[config.mk]
export PLATFORM = sky130hd
export DESIGN_NAME = game_round_sequencer
export DESIGN_NICKNAME = d
export VERILOG_FILES = /design/src/rtl/game_round_sequencer.sv
export SDC_FILE = /design/constraint.sdc
export NUM_CORES = 1
export LEC_CHECK = 0
export ABC_AREA = 1
export CORE_MARGIN = 4
export CORE_UTILIZATION = 50
export CTS_CLUSTER_SIZE = 30
export DETAILED_ROUTE_END_ITERATION = 12
export PLACE_DENSITY = 0.85
export SYNTH_ARGS = -nofsm -noshare
export SYNTH_HDL_FRONTEND = slang
export SYNTH_SLANG_ARGS = --single-unit
[constraint.sdc]
create_clock -name clock -period 2.41 [get_ports clock]
set_clock_uncertainty 0.2 [all_clocks]
set_input_delay 0.241 -clock clock [delete_from_list [all_inputs] [get_ports clock]]
set_output_delay 0.241 -clock clock [all_outputs]
set_load 0.02 [all_outputs]
[src/rtl/game_round_sequencer.sv]
// Round sequencer for one Znarly/Zood game.
// It takes one credit, collects the 4-shape master pattern and sends one
// grade request per guess to the external grader.
// It also counts completed rounds and decides win, lose and game-over.
module game_round_sequencer #(
    parameter int MAX_ROUNDS    = 8,
    parameter int GRADE_TIMEOUT = 15
) (
    input  logic        clock,
    input  logic        reset_n,
    input  logic        StartGame,
    input  logic [3:0]  numGames,
    output logic        useGame,
    input  logic [2:0]  LoadShape,
    input  logic [1:0]  ShapeLocation,
    input  logic        LoadShapeNow,
    output logic [11:0] masterPattern,
    input  logic [11:0] Guess,
    input  logic        GradeIt,
    output logic        gradeStart,
    output logic [11:0] gradeGuess,
    input  logic        gradeDone,
    input  logic [3:0]  gradeZnarly,
    input  logic [3:0]  gradeZood,
    output logic [3:0]  Znarly,
    output logic [3:0]  Zood,
    output logic [3:0]  RoundNumber,
    output logic        loadingShape,
    output logic        ongoingGame,
    output logic        GameWon,
    output logic        gameOver,
    output logic        gradeError
);

    localparam int TW = $clog2(GRADE_TIMEOUT + 1);

    typedef enum logic [2:0] {
        IDLE       = 3'd0,
        LOAD       = 3'd1,
        GUESS      = 3'd2,
        GRADE_WAIT = 3'd3,
        DONE       = 3'd4
    } state_t;

    state_t        state;
    state_t        state_next;
    logic [3:0]    slot_mask;
    logic          grade_prev;
    logic [TW-1:0] timer;

    logic          start_ok;
    logic          grade_edge;
    logic          shape_ok;
    logic          timeout_hit;
    logic [3:0]    round_inc;

    assign start_ok    = StartGame && (numGames != 4'd0);
    assign grade_edge  = GradeIt && !grade_prev;
    assign shape_ok    = (LoadShape != 3'b000) && (LoadShape != 3'b111);
    assign timeout_hit = (timer == TW'(GRADE_TIMEOUT - 1));
    assign round_inc   = RoundNumber + 4'd1;

    // Next-state decision; a grader result takes priority over a timeout.
    always_comb begin
        state_next = state;
        case (state)
            IDLE, DONE: if (start_ok) state_next = LOAD;
            LOAD:       if (slot_mask == 4'b1111) state_next = GUESS;
            GUESS:      if (grade_edge) state_next = GRADE_WAIT;
            GRADE_WAIT: begin
                if (gradeDone) begin
                    if ((gradeZnarly == 4'd4) || (round_inc == 4'(MAX_ROUNDS)))
                        state_next = DONE;
                    else
                        state_next = GUESS;
                end else if (timeout_hit) begin
                    state_next = GUESS;
                end
            end
            default:    state_next = IDLE;
        endcase
    end

    // State register plus every registered output and bookkeeping register.
    always_ff @(posedge clock or negedge reset_n) begin
        if (!reset_n) begin
            state         <= IDLE;
            slot_mask     <= 4'b0000;
            grade_prev    <= 1'b0;
            timer         <= '0;
            useGame       <= 1'b0;
            masterPattern <= 12'h000;
            gradeStart    <= 1'b0;
            gradeGuess    <= 12'h000;
            Znarly        <= 4'd0;
            Zood          <= 4'd0;
            RoundNumber   <= 4'd0;
            loadingShape  <= 1'b0;
            ongoingGame   <= 1'b0;
            GameWon       <= 1'b0;
            gameOver      <= 1'b0;
            gradeError    <= 1'b0;
        end else begin
            state        <= state_next;
            grade_prev   <= GradeIt;
            useGame      <= 1'b0;
            gradeStart   <= 1'b0;
            loadingShape <= (state_next == LOAD);
            ongoingGame  <= (state_next == LOAD) || (state_next == GUESS) ||
                            (state_next == GRADE_WAIT);
            gameOver     <= (state_next == DONE);

            case (state)
                IDLE, DONE: begin
                    if (start_ok) begin
                        useGame       <= 1'b1;
                        masterPattern <= 12'h000;
                        slot_mask     <= 4'b0000;
                        RoundNumber   <= 4'd0;
                        Znarly        <= 4'd0;
                        Zood          <= 4'd0;
                        GameWon       <= 1'b0;
                        gradeError    <= 1'b0;
                        timer         <= '0;
                    end
                end
                LOAD: begin
                    if (LoadShapeNow && shape_ok) begin
                        case (ShapeLocation)
                            2'd0:    masterPattern[2:0]  <= LoadShape;
                            2'd1:    masterPattern[5:3]  <= LoadShape;
                            2'd2:    masterPattern[8:6]  <= LoadShape;
                            default: masterPattern[11:9] <= LoadShape;
                        endcase
                        slot_mask[ShapeLocation] <= 1'b1;
                    end
                end
                GUESS: begin
                    timer <= '0;
                    if (grade_edge) begin
                        gradeGuess <= Guess;
                        gradeStart <= 1'b1;
                    end
                end
                GRADE_WAIT: begin
                    if (gradeDone) begin
                        Znarly      <= gradeZnarly;
                        Zood        <= gradeZood;
                        RoundNumber <= round_inc;
                        GameWon     <= (gradeZnarly == 4'd4);
                        timer       <= '0;
                    end else if (timeout_hit) begin
                        gradeError <= 1'b1;
                        timer      <= '0;
                    end else begin
                        timer <= timer + TW'(1);
                    end
                end
                default: ;
            endcase
        end
    end

endmodule

==> flow_summary.json, run 1 <==
{
  "syn-cell-area_sq_um": 2490,
  "cts_setup_buffers": 0,
  "gp_congestion": 0.904,
  "syn_to_final_growth_pct": 39.2,
  "hold_class": "in -> async",
  "cpPeakStageDelay_ns": 0.64,
  "worst_ep_arrival_time_ns": 1.40,
  "p_leak_uw": 0.00179,
  "synth_top_area_cell": "dfrtp_1",
  "design_area_sq_um": 3470,
  "final_common_cell": "nand2_1",
  "dpl-instance-area_sq_um": 3330,
  "synth.top_cell.area_share": 0.552,
  "portBuffers": 77,
  "fill_cells": 380,
  "worstRegToRegCells": 8,
  "crit_family": "buffers and inverters",
  "min_period_ns": 1.84,
  "ant_nets": 0,
  "crit_path_end_kind": "primary output",
  "startpoint_type": "register",
  "grt_pass1_wl_um": 9790,
  "max_freq_ghz": 0.544,
  "antenna_found_initial": 0,
  "final_cells": 455,
  "via_per_inst": 4.81,
  "ys_seq_elements": 55,
  "hold_violations": 0,
  "numCtsBuffers": 5,
  "grt_overflow": 0,
  "remaining_drc_errors": 0,
  "cp-startpoint": "RoundNumber[0]",
  "drtPass1Iterations": 4,
  "synth_nets": 341,
  "ys_seq_area_frac": 0.552,
  "yosysWarnings": 0,
  "cts-root-buf": "clkbuf_8",
  "top_usage_layer": "met2",
  "cts_tree": "yes",
  "path_cells": "clkdlybuf4s50_1",
  "grtUsageTotal": 0.199,
  "ctsLongestPathBuffers": 2,
  "die_x_um": 78.6,
  "drt_iter0_markers": 74,
  "clock_latency_ns": 0.31,
  "syn_area_per_cell_sq_um": 8.23,
  "synth_cell_types": 19,
  "reg2reg_from": "state[1]",
  "path_clk_slew_ns": 0.10,
  "place_inst": 446,
  "use_met3": 0.0665,
  "core_area_sq_um": 4790,
  "tightest_slew_ns": 0.363,
  "peakVddDrop_uv": 506,
  "rrSetupSlack_ns": 0.63,
  "diodes": 0,
  "final_util": 0.726,
  "path_depth": 1,
  "grt_pass1_vias": 2228,
  "critPathBufInv": 1,
  "status": "complete, no violations",
  "final_cell_mix": "124 x nand2_1, 76 x clkdlybuf4s50_1, 55 x dfrtp_1",
  "cellPowerDensity_nw_per_um2": 1000,
  "die_y_um": 78.6,
  "relSlewSlack": 0.758,
  "die_area_sq_um": 6180,
  "met2_usage": 0.334,
  "worst_path_max_delay_cell": "clkdlybuf4s50_1",
  "row_count": 25,
  "multi_input_area_sq_um": 966,
  "tns_ns": 0,
  "start_util": 0.521,
  "required_ns": 1.97,
  "met1_usage": 0.240,
  "rsz0062_at_grt": "no",
  "grt_max_degree": 22,
  "seq_area_sq_um": 1380,
  "io_pins": 78,
  "r2r_end": "masterPattern[9]",
  "drv_slew": 0,
  "clock-sinks": 55,
  "wl_per_cell_um": 12.2,
  "cts.htree.levels": 2,
  "worst-setup-path-type": "reg -> out",
  "min_period_over_period": 0.763,
  "netlist_instances": 303,
  "final-setup-viol-count": 0,
  "synth.area.top_cells": "dfrtp_1 55%, nand2_1 19%, nand3_1 4.4%",
  "dpl.hpwl_um": 4420,
  "layout-drive-gt1-share": 0.0747,
  "via_count": 2188,
  "path_max_fanout": 6,
  "final_nets": 425,
  "finalWirelength_um": 5570,
  "finalPower_uw": 3490,
  "cap_violations": 0
}
flip-flops by register name, summed over array words and instances, names as in the netlist:
register / cells
masterPattern: 12
state: 3
Zood: 4
useGame: 1
RoundNumber: 4
ongoingGame: 1
gradeError: 1
slot_mask: 4
timer: 4
loadingShape: 1
Znarly: 4
gameOver: 1
GameWon: 1
gradeStart: 1
gradeGuess: 12
grade_prev: 1
metal layers:
layer | part of all wire | vias up | wire [um]
met3 | 0.062 | 8 | 346
met2 | 0.48 | 55 | 2680
met5 | 0 | - | 0
met1 | 0.45 | 996 | 2480
met4 | 0.011 | 0 | 63
li1 | - | 1129 | -
final cells by class:
type / instances / area share
Tap cell: 67 / 0.0241
Clock inverter: 2 / 0.0173
Sequential cell: 55 / 0.396
Clock buffer: 6 / 0.0209
Timing Repair Buffer: 82 / 0.232
Multi-Input combinational cell: 214 / 0.278
Inverter: 29 / 0.0313
metrics by stage:
stage / hold WS [ns] / setup WS, ns
after floorplan: -0.255 / 0.951
after global placement: -0.0322 / 0.645
after detailed placement: -0.0251 / 0.566
after CTS: 0.166 / 0.566
after global routing: 0.192 / 0.416
final: 0.163 / 0.571
logic make-up after synthesis:
family	share of synthesized area
buffers and inverters	0.0612
flip-flops	0.552
adder cells (fa/ha/maj)	0.0150
AND/OR/NAND/NOR	0.319
AO/OA/AOI/OAI	0.0532
worst max path at each step:
stage	endpoint	slack (ns)
3_5_place_dp	RoundNumber[0]	0.57
5_1_grt	slot_mask[0]	0.42
4_1_cts	RoundNumber[0]	0.57
6_report	RoundNumber[0]	0.57
3_3_place_gp	timer[0]	0.64
2_1_floorplan	RoundNumber[0]	0.95
cells in the mapped netlist:
cell type  instances
a21oi_1           10
a21oi_2            1
buf_2              2
buf_6              3
dfrtp_1           55
ha_1               3
inv_1             26
inv_2              3
nand2_1          124
nand2_2            5
nand3_1           22
nand3_2            4
nand4_1            8
nor2_1            20
nor2_2             2
nor2_4             1
o21ai_0           10
o21ai_1            3
o21ai_2            1
what timing repair did:
| action | 4_1_cts | 5_1_grt |
|---|---|---|
| hold buffers | 1 | 0 |
| gates resized for setup | 0 | 0 |
| endpoints found under the hold margin | 15 | 0 |
| setup endpoints to repair | 0 | 0 |
where the power goes:
group | internal (uW) | switching [uW]
logic | 621 | 807
clock network | 415 | 291
registers | 1190 | 169
total | 2220 | 1270
Power figures use the tool's default switching activity.
==> run 2: changes to the inputs <==
--- a/config.mk
+++ b/config.mk
@@ -7,10 +7,10 @@
 export LEC_CHECK = 0
 export ABC_AREA = 1
 export CORE_MARGIN = 4
-export CORE_UTILIZATION = 50
+export CORE_UTILIZATION = 42
 export CTS_CLUSTER_SIZE = 30
 export DETAILED_ROUTE_END_ITERATION = 12
-export PLACE_DENSITY = 0.85
+export PLACE_DENSITY = 0.76
 export SYNTH_ARGS = -nofsm -noshare
 export SYNTH_HDL_FRONTEND = slang
 export SYNTH_SLANG_ARGS = --single-unit
==> constraint.sdc (replaced) <==
create_clock -name clock -period 1.5 [get_ports clock]
set_clock_uncertainty 0.2 [all_clocks]
set_input_delay 0.15 -clock clock [delete_from_list [all_inputs] [get_ports clock]]
set_output_delay 0.15 -clock clock [all_outputs]
set_load 0.02 [all_outputs]
==> run 2 against run 1 <==
The flow now finishes with violations (setup timing). Wire length is 35% higher. Worst hold slack worse by 0.091 ns. Core utilization up 2.3 points. Total power is 69% higher. Clock power increased by 13%. Design area increased by 22%. Die area rose by 17%. Sequential share of layout area fell by 7.0 points. Global-route usage decreased by 1.7 points. Critical path depth is 7 higher. Sequential cell count did not move. Critical path type is now reg -> reg. Largest power group unchanged.
==> flow_summary.json, run 2 (synthesis results as in run 1) <==
{
  "setup_ws_ns": -0.119,
  "clkPwrFrac": 0.135,
  "tightest_slew_ns": 0.340,
  "numCtsBuffers": 5,
  "cellPowerDensity_nw_per_um2": 1400,
  "layout-drive-gt1-share": 0.320,
  "worst_ep_arrival_time_ns": 1.62,
  "path_cells": "buf_6 -> nor2_4 -> inv_4 -> a21oi_2 -> nor2_4 -> buf_4 -> nand3_2 -> nand2_1",
  "worst-setup-path-type": "reg -> reg",
  "worst_path_max_delay_cell": "dfrtp_1",
  "via_count": 2595,
  "cts.htree.levels": 2,
  "violations": "setup timing",
  "drtPass1Iterations": 4,
  "critPathBufInv": 3,
  "grtUsageTotal": 0.182,
  "grt_max_degree": 43,
  "clock_latency_ns": 0.31,
  "hold_class": "in -> async",
  "swShare": 0.410,
  "finalPower_uw": 5900,
  "remaining_drc_errors": 0,
  "hold_violations": 0,
  "combPwrFrac": 0.498,
  "drv_slew": 0,
  "cap_violations": 0,
  "start_util": 0.442,
  "worstRegToRegCells": 8,
  "relSlewSlack": 0.773,
  "biggestRegsByFlops": "gradeGuess (12), masterPattern (12)",
  "final-setup-viol-count": 38,
  "wl_per_cell_um": 14.7,
  "cts-root-buf": "clkbuf_8",
  "die_y_um": 85.1,
  "path_max_fanout": 6,
  "ant_nets": 0,
  "p_leak_uw": 0.00231,
  "antenna_found_initial": 0,
  "required_ns": 1.50,
  "startpoint_type": "register",
  "row_count": 27,
  "seqPwrFrac": 0.367,
  "path_clk_slew_ns": 0.09,
  "status": "finished with violations",
  "crit_path_end_kind": "register",
  "final_nets": 474,
  "post-place-ws_ns": -0.218,
  "grt_pass1_vias": 2476,
  "clock-sinks": 55,
  "final_cell_mix": "93 x nand2_1, 54 x dfrtp_1, 43 x dlygate4sd2_1",
  "min_period_ns": 1.62,
  "p_switching_uw": 2420,
  "via_per_inst": 5.10,
  "peakVddDrop_uv": 730,
  "rsz0062_at_grt": "yes",
  "drt_iter0_markers": 144,
  "crit_family": "flip-flops",
  "cpPeakStageDelay_ns": 0.42,
  "syn_to_final_growth_pct": 69.4,
  "grt_pass1_wl_um": 10800,
  "finalWirelength_um": 7500,
  "crit_top_cell": "nor2_4",
  "fill_cells": 387,
  "diodes": 0,
  "core_area_sq_um": 5640,
  "grt_overflow": 0,
  "portBuffers": 77,
  "final_common_cell": "nand2_1",
  "path_depth": 8,
  "io_pins": 78,
  "die_x_um": 85.1,
  "dpl.hpwl_um": 4550,
  "ctsLongestPathBuffers": 2,
  "max_freq_ghz": 0.618,
  "gp_congestion": 0.804,
  "intPower_uw": 3480,
  "final_util": 0.749,
  "cts_tree": "yes",
  "min_period_over_period": 1.08,
  "die_area_sq_um": 7240
}
==> run 2: worst register-to-register path: cells and delay by family (launching register included) <==
kind	cells	cell delay (ns)
AO/OA/AOI/OAI	1	0.19
buffers and inverters	3	0.38
flip-flops	1	0.42
AND/OR/NAND/NOR	4	0.34
==> run 2: repair_timing <==
| action | CTS | global route |
|---|---|---|
| resized for setup | 80 | 84 |
| setup buffers | 9 | 8 |
| pin swaps | 7 | 17 |
| setup endpoints to repair | 82 | 52 |
| cloned | 0 | 2 |
| endpoints found under the hold margin | 55 | 0 |
| hold buffers | 1 | 0 |
==> run 2: final timing paths <==
| kind | start | end | slack (ns) |
|---|---|---|---|
| max | state[1] | masterPattern[9] | -0.12 |
| max in group asynchronous | reset_n | RoundNumber[0] | 0.49 |
| max reg2reg | state[1] | masterPattern[9] | -0.12 |
| min reg2reg | masterPattern[5] | masterPattern[5] | 0.27 |
| min in group clock | GradeIt | grade_prev | 0.11 |
| min | reset_n | gradeGuess[0] | 0.07 |
==> run 2: power by group through the flow <==
| stage | sequential [uW] | clock, uW | combinational (uW) |
|---|---|---|---|
| 2_1_floorplan | 2600 | 0 | 870 |
| 3_3_place_gp | 2170 | 0 | 2480 |
| 3_5_place_dp | 2180 | 0 | 2540 |
| 4_1_cts | 2150 | 802 | 2580 |
| 5_1_grt | 2230 | 881 | 3180 |
| 6_report | 2170 | 795 | 2940 |
==> run 2: metal layers <==
metal,track usage,vias to the layer above,share of wire
met5,0,-,0
li1,-,1222,-
met1,0.209,1242,0.38
met2,0.330,104,0.52
met3,0.0524,27,0.065
met4,0.0460,0,0.035
==> run 2: layout make-up <==
cell class,count,area (sq um),area share
Clock buffer,6,72.6,0.0172
Clock inverter,2,12.5,0.00296
Inverter,29,124,0.0293
Multi-Input combinational cell,214,1300,0.309
Sequential cell,55,1380,0.326
Tap cell,72,90.1,0.0213
Timing Repair Buffer,131,1240,0.295
==> run 2: stage by stage <==
step | TNS, ns | hold WS (ns) | area [sq um] | std cells
floorplan | 0 | -0.346 | 2490 | 303
finish | -1.60 | 0.0719 | 4230 | 509
detailed placement | -5.30 | -0.127 | 3590 | 481
CTS | -0.0689 | 0.0878 | 3820 | 499
global route | -4.94 | 0.100 | 4230 | 509
global placement | -3.41 | -0.136 | 3590 | 481
==> run 3: changes to the inputs <==
--- a/config.mk
+++ b/config.mk
@@ -6,6 +6,7 @@
 export NUM_CORES = 1
 export LEC_CHECK = 0
 export ABC_AREA = 1
+export CORE_ASPECT_RATIO = 1.25
 export CORE_MARGIN = 4
 export CORE_UTILIZATION = 42
 export CTS_CLUSTER_SIZE = 30
==> run 3 against run 2 <==
The flow still finishes with violations (setup timing). Largest power group unchanged. Via count decreased by 6.0%. Final cell count decreased by 2.9%. Die area increased by 0.11%. Worst hold slack got worse by 0.026 ns. Wire length decreased by 13%. Global-route usage decreased by 0.49 points. Clock-buffer cell count unchanged. Critical path depth increased by 1.
==> flow_summary.json, run 3 (synthesis results as in run 1) <==
{
  "path_cells": "buf_6 -> nor2_4 -> inv_4 -> o21ai_2 -> nand2_1 -> inv_2 -> nand3_4 -> nand2_2 -> nand2_2",
  "ant_nets": 0,
  "biggestRegsByFlops": "gradeGuess (12), masterPattern (12)",
  "path_clk_slew_ns": 0.10,
  "startpoint_type": "register",
  "combPwrFrac": 0.468,
  "max_freq_ghz": 0.626,
  "start_util": 0.432,
  "cts.htree.levels": 2,
  "hold_class": "in -> async",
  "ctsLongestPathBuffers": 2,
  "final_util": 0.678,
  "wl_per_cell_um": 13.2,
  "rsz0062_at_grt": "yes",
  "crit_top_cell": "nand2_2",
  "final_cells": 494,
  "grt_pass1_vias": 2356,
  "worst-setup-path-type": "reg -> reg",
  "row_count": 31,
  "core_area_sq_um": 5780,
  "clkPwrFrac": 0.146,
  "final-setup-viol-count": 27,
  "p_switching_uw": 2260,
  "min_period_ns": 1.60,
  "required_ns": 1.51,
  "worst_ep_arrival_time_ns": 1.61,
  "cpPeakStageDelay_ns": 0.46,
  "cellPowerDensity_nw_per_um2": 1440,
  "portBuffers": 77,
  "diodes": 0,
  "syn_to_final_growth_pct": 57.1,
  "cts_tree": "yes",
  "min_period_over_period": 1.07,
  "via_count": 2439,
  "via_per_inst": 4.94,
  "numCtsBuffers": 5,
  "grt_max_degree": 45,
  "final_common_cell": "nand2_1",
  "peakVddDrop_uv": 735,
  "worstRegToRegCells": 9,
  "drv_slew": 0,
  "setup_ws_ns": -0.0975,
  "final_nets": 466,
  "post-place-ws_ns": -0.182,
  "hold_violations": 0,
  "grt_pass1_wl_um": 10400,
  "worst_path_max_delay_cell": "dfrtp_2",
  "design_area_sq_um": 3920,
  "dpl.hpwl_um": 4580,
  "layout-drive-gt1-share": 0.259,
  "finalWirelength_um": 6510,
  "grt_overflow": 0,
  "clock_latency_ns": 0.31,
  "cap_violations": 0,
  "dpl-instance-area_sq_um": 3590,
  "die_area_sq_um": 7240,
  "place_inst": 478,
  "cts-root-buf": "clkbuf_8",
  "status": "finished with violations",
  "drt_iter0_markers": 99,
  "intPower_uw": 3370,
  "grtUsageTotal": 0.177,
  "seqPwrFrac": 0.386,
  "die_x_um": 76.9,
  "tightest_slew_ns": 0.293,
  "crit_path_end_kind": "register",
  "clock-sinks": 55,
  "violations": "setup timing",
  "io_pins": 78,
  "holdWs_ns": 0.0460,
  "gp_congestion": 0.849,
  "final_cell_mix": "108 x nand2_1, 52 x dfrtp_1, 42 x dlygate4sd2_1",
  "path_max_fanout": 6,
  "relSlewSlack": 0.805,
  "p_leak_uw": 0.00218,
  "drtPass1Iterations": 4,
  "antenna_found_initial": 0,
  "remaining_drc_errors": 0,
  "swShare": 0.401,
  "die_y_um": 94.2
}
-- run 3: cell types whose count changed in the layout (fill, tap and decap cells not counted), moves of 3 or more --
cell | before | now
nand2_4 | 11 | 8
nor2_4 | 6 | 2
nand2_2 | 24 | 13
nand2_1 | 93 | 108
o21ai_1 | 9 | 5
buf_6 | 12 | 7
o21ai_0 | 0 | 5
-- run 3: routing by layer --
layer  share of wire  global-route usage  wire length (um)
met5               0                   0                 0
met4           0.013              0.0710                86
met3           0.056              0.0365               363
met2            0.53               0.315              3480
met1            0.40               0.208              2580
-- run 3: final timing paths --
check | startpoint | to | slack (ns)
max | state[0] | masterPattern[3] | -0.1
min | reset_n | state[2] | 0.05
max reg2reg | state[0] | masterPattern[3] | -0.1
min reg2reg | masterPattern[4] | masterPattern[4] | 0.28
max in group asynchronous | reset_n | gradeGuess[5] | 0.52
min in group clock | GradeIt | grade_prev | 0.12
-- run 3: power groups by stage --
stage          clock, uW  combinational [uW]  sequential [uW]
6_report             822                2640             2170
5_1_grt              899                2880             2230
4_1_cts              860                2350             2150
3_5_place_dp           0                2560             2180
3_3_place_gp           0                2510             2180
2_1_floorplan          0                 870             2600
-- run 3: area by class of cell --
type                            count  area, sq um
Multi-Input combinational cell    214         1150
Tap cell                           66         82.6
Sequential cell                    55         1380
Inverter                           29          119
Clock inverter                      1         5.00
Clock buffer                        6         82.6
Timing Repair Buffer              123         1100
Fill cell                         478         1860
-- run 3: what timing repair did --
| item | CTS | global route |
|---|---|---|
| resized for setup | 56 | 61 |
| buffers inserted | 1 | 6 |
| hold buffers | 1 | 0 |
| hold endpoints to repair | 55 | 0 |
| setup endpoints to repair | 79 | 50 |
| gates cloned | 0 | 1 |
| pin swaps | 2 | 14 |
-- run 3: per-stage QoR --
stage	total power, uW	TNS (ns)
6_report	5630	-1.58
3_5_place_dp	4740	-4.51
5_1_grt	6020	-3.74
4_1_cts	5360	-1.90
2_1_floorplan	3480	0
3_3_place_gp	4690	-3.25
-- run 3: worst max-delay path: cells and delay by family (launching register included) --
kind	cells	cell delay (ns)
flip-flops	1	0.46
AND/OR/NAND/NOR	5	0.46
buffers and inverters	3	0.31
AO/OA/AOI/OAI	1	0.06
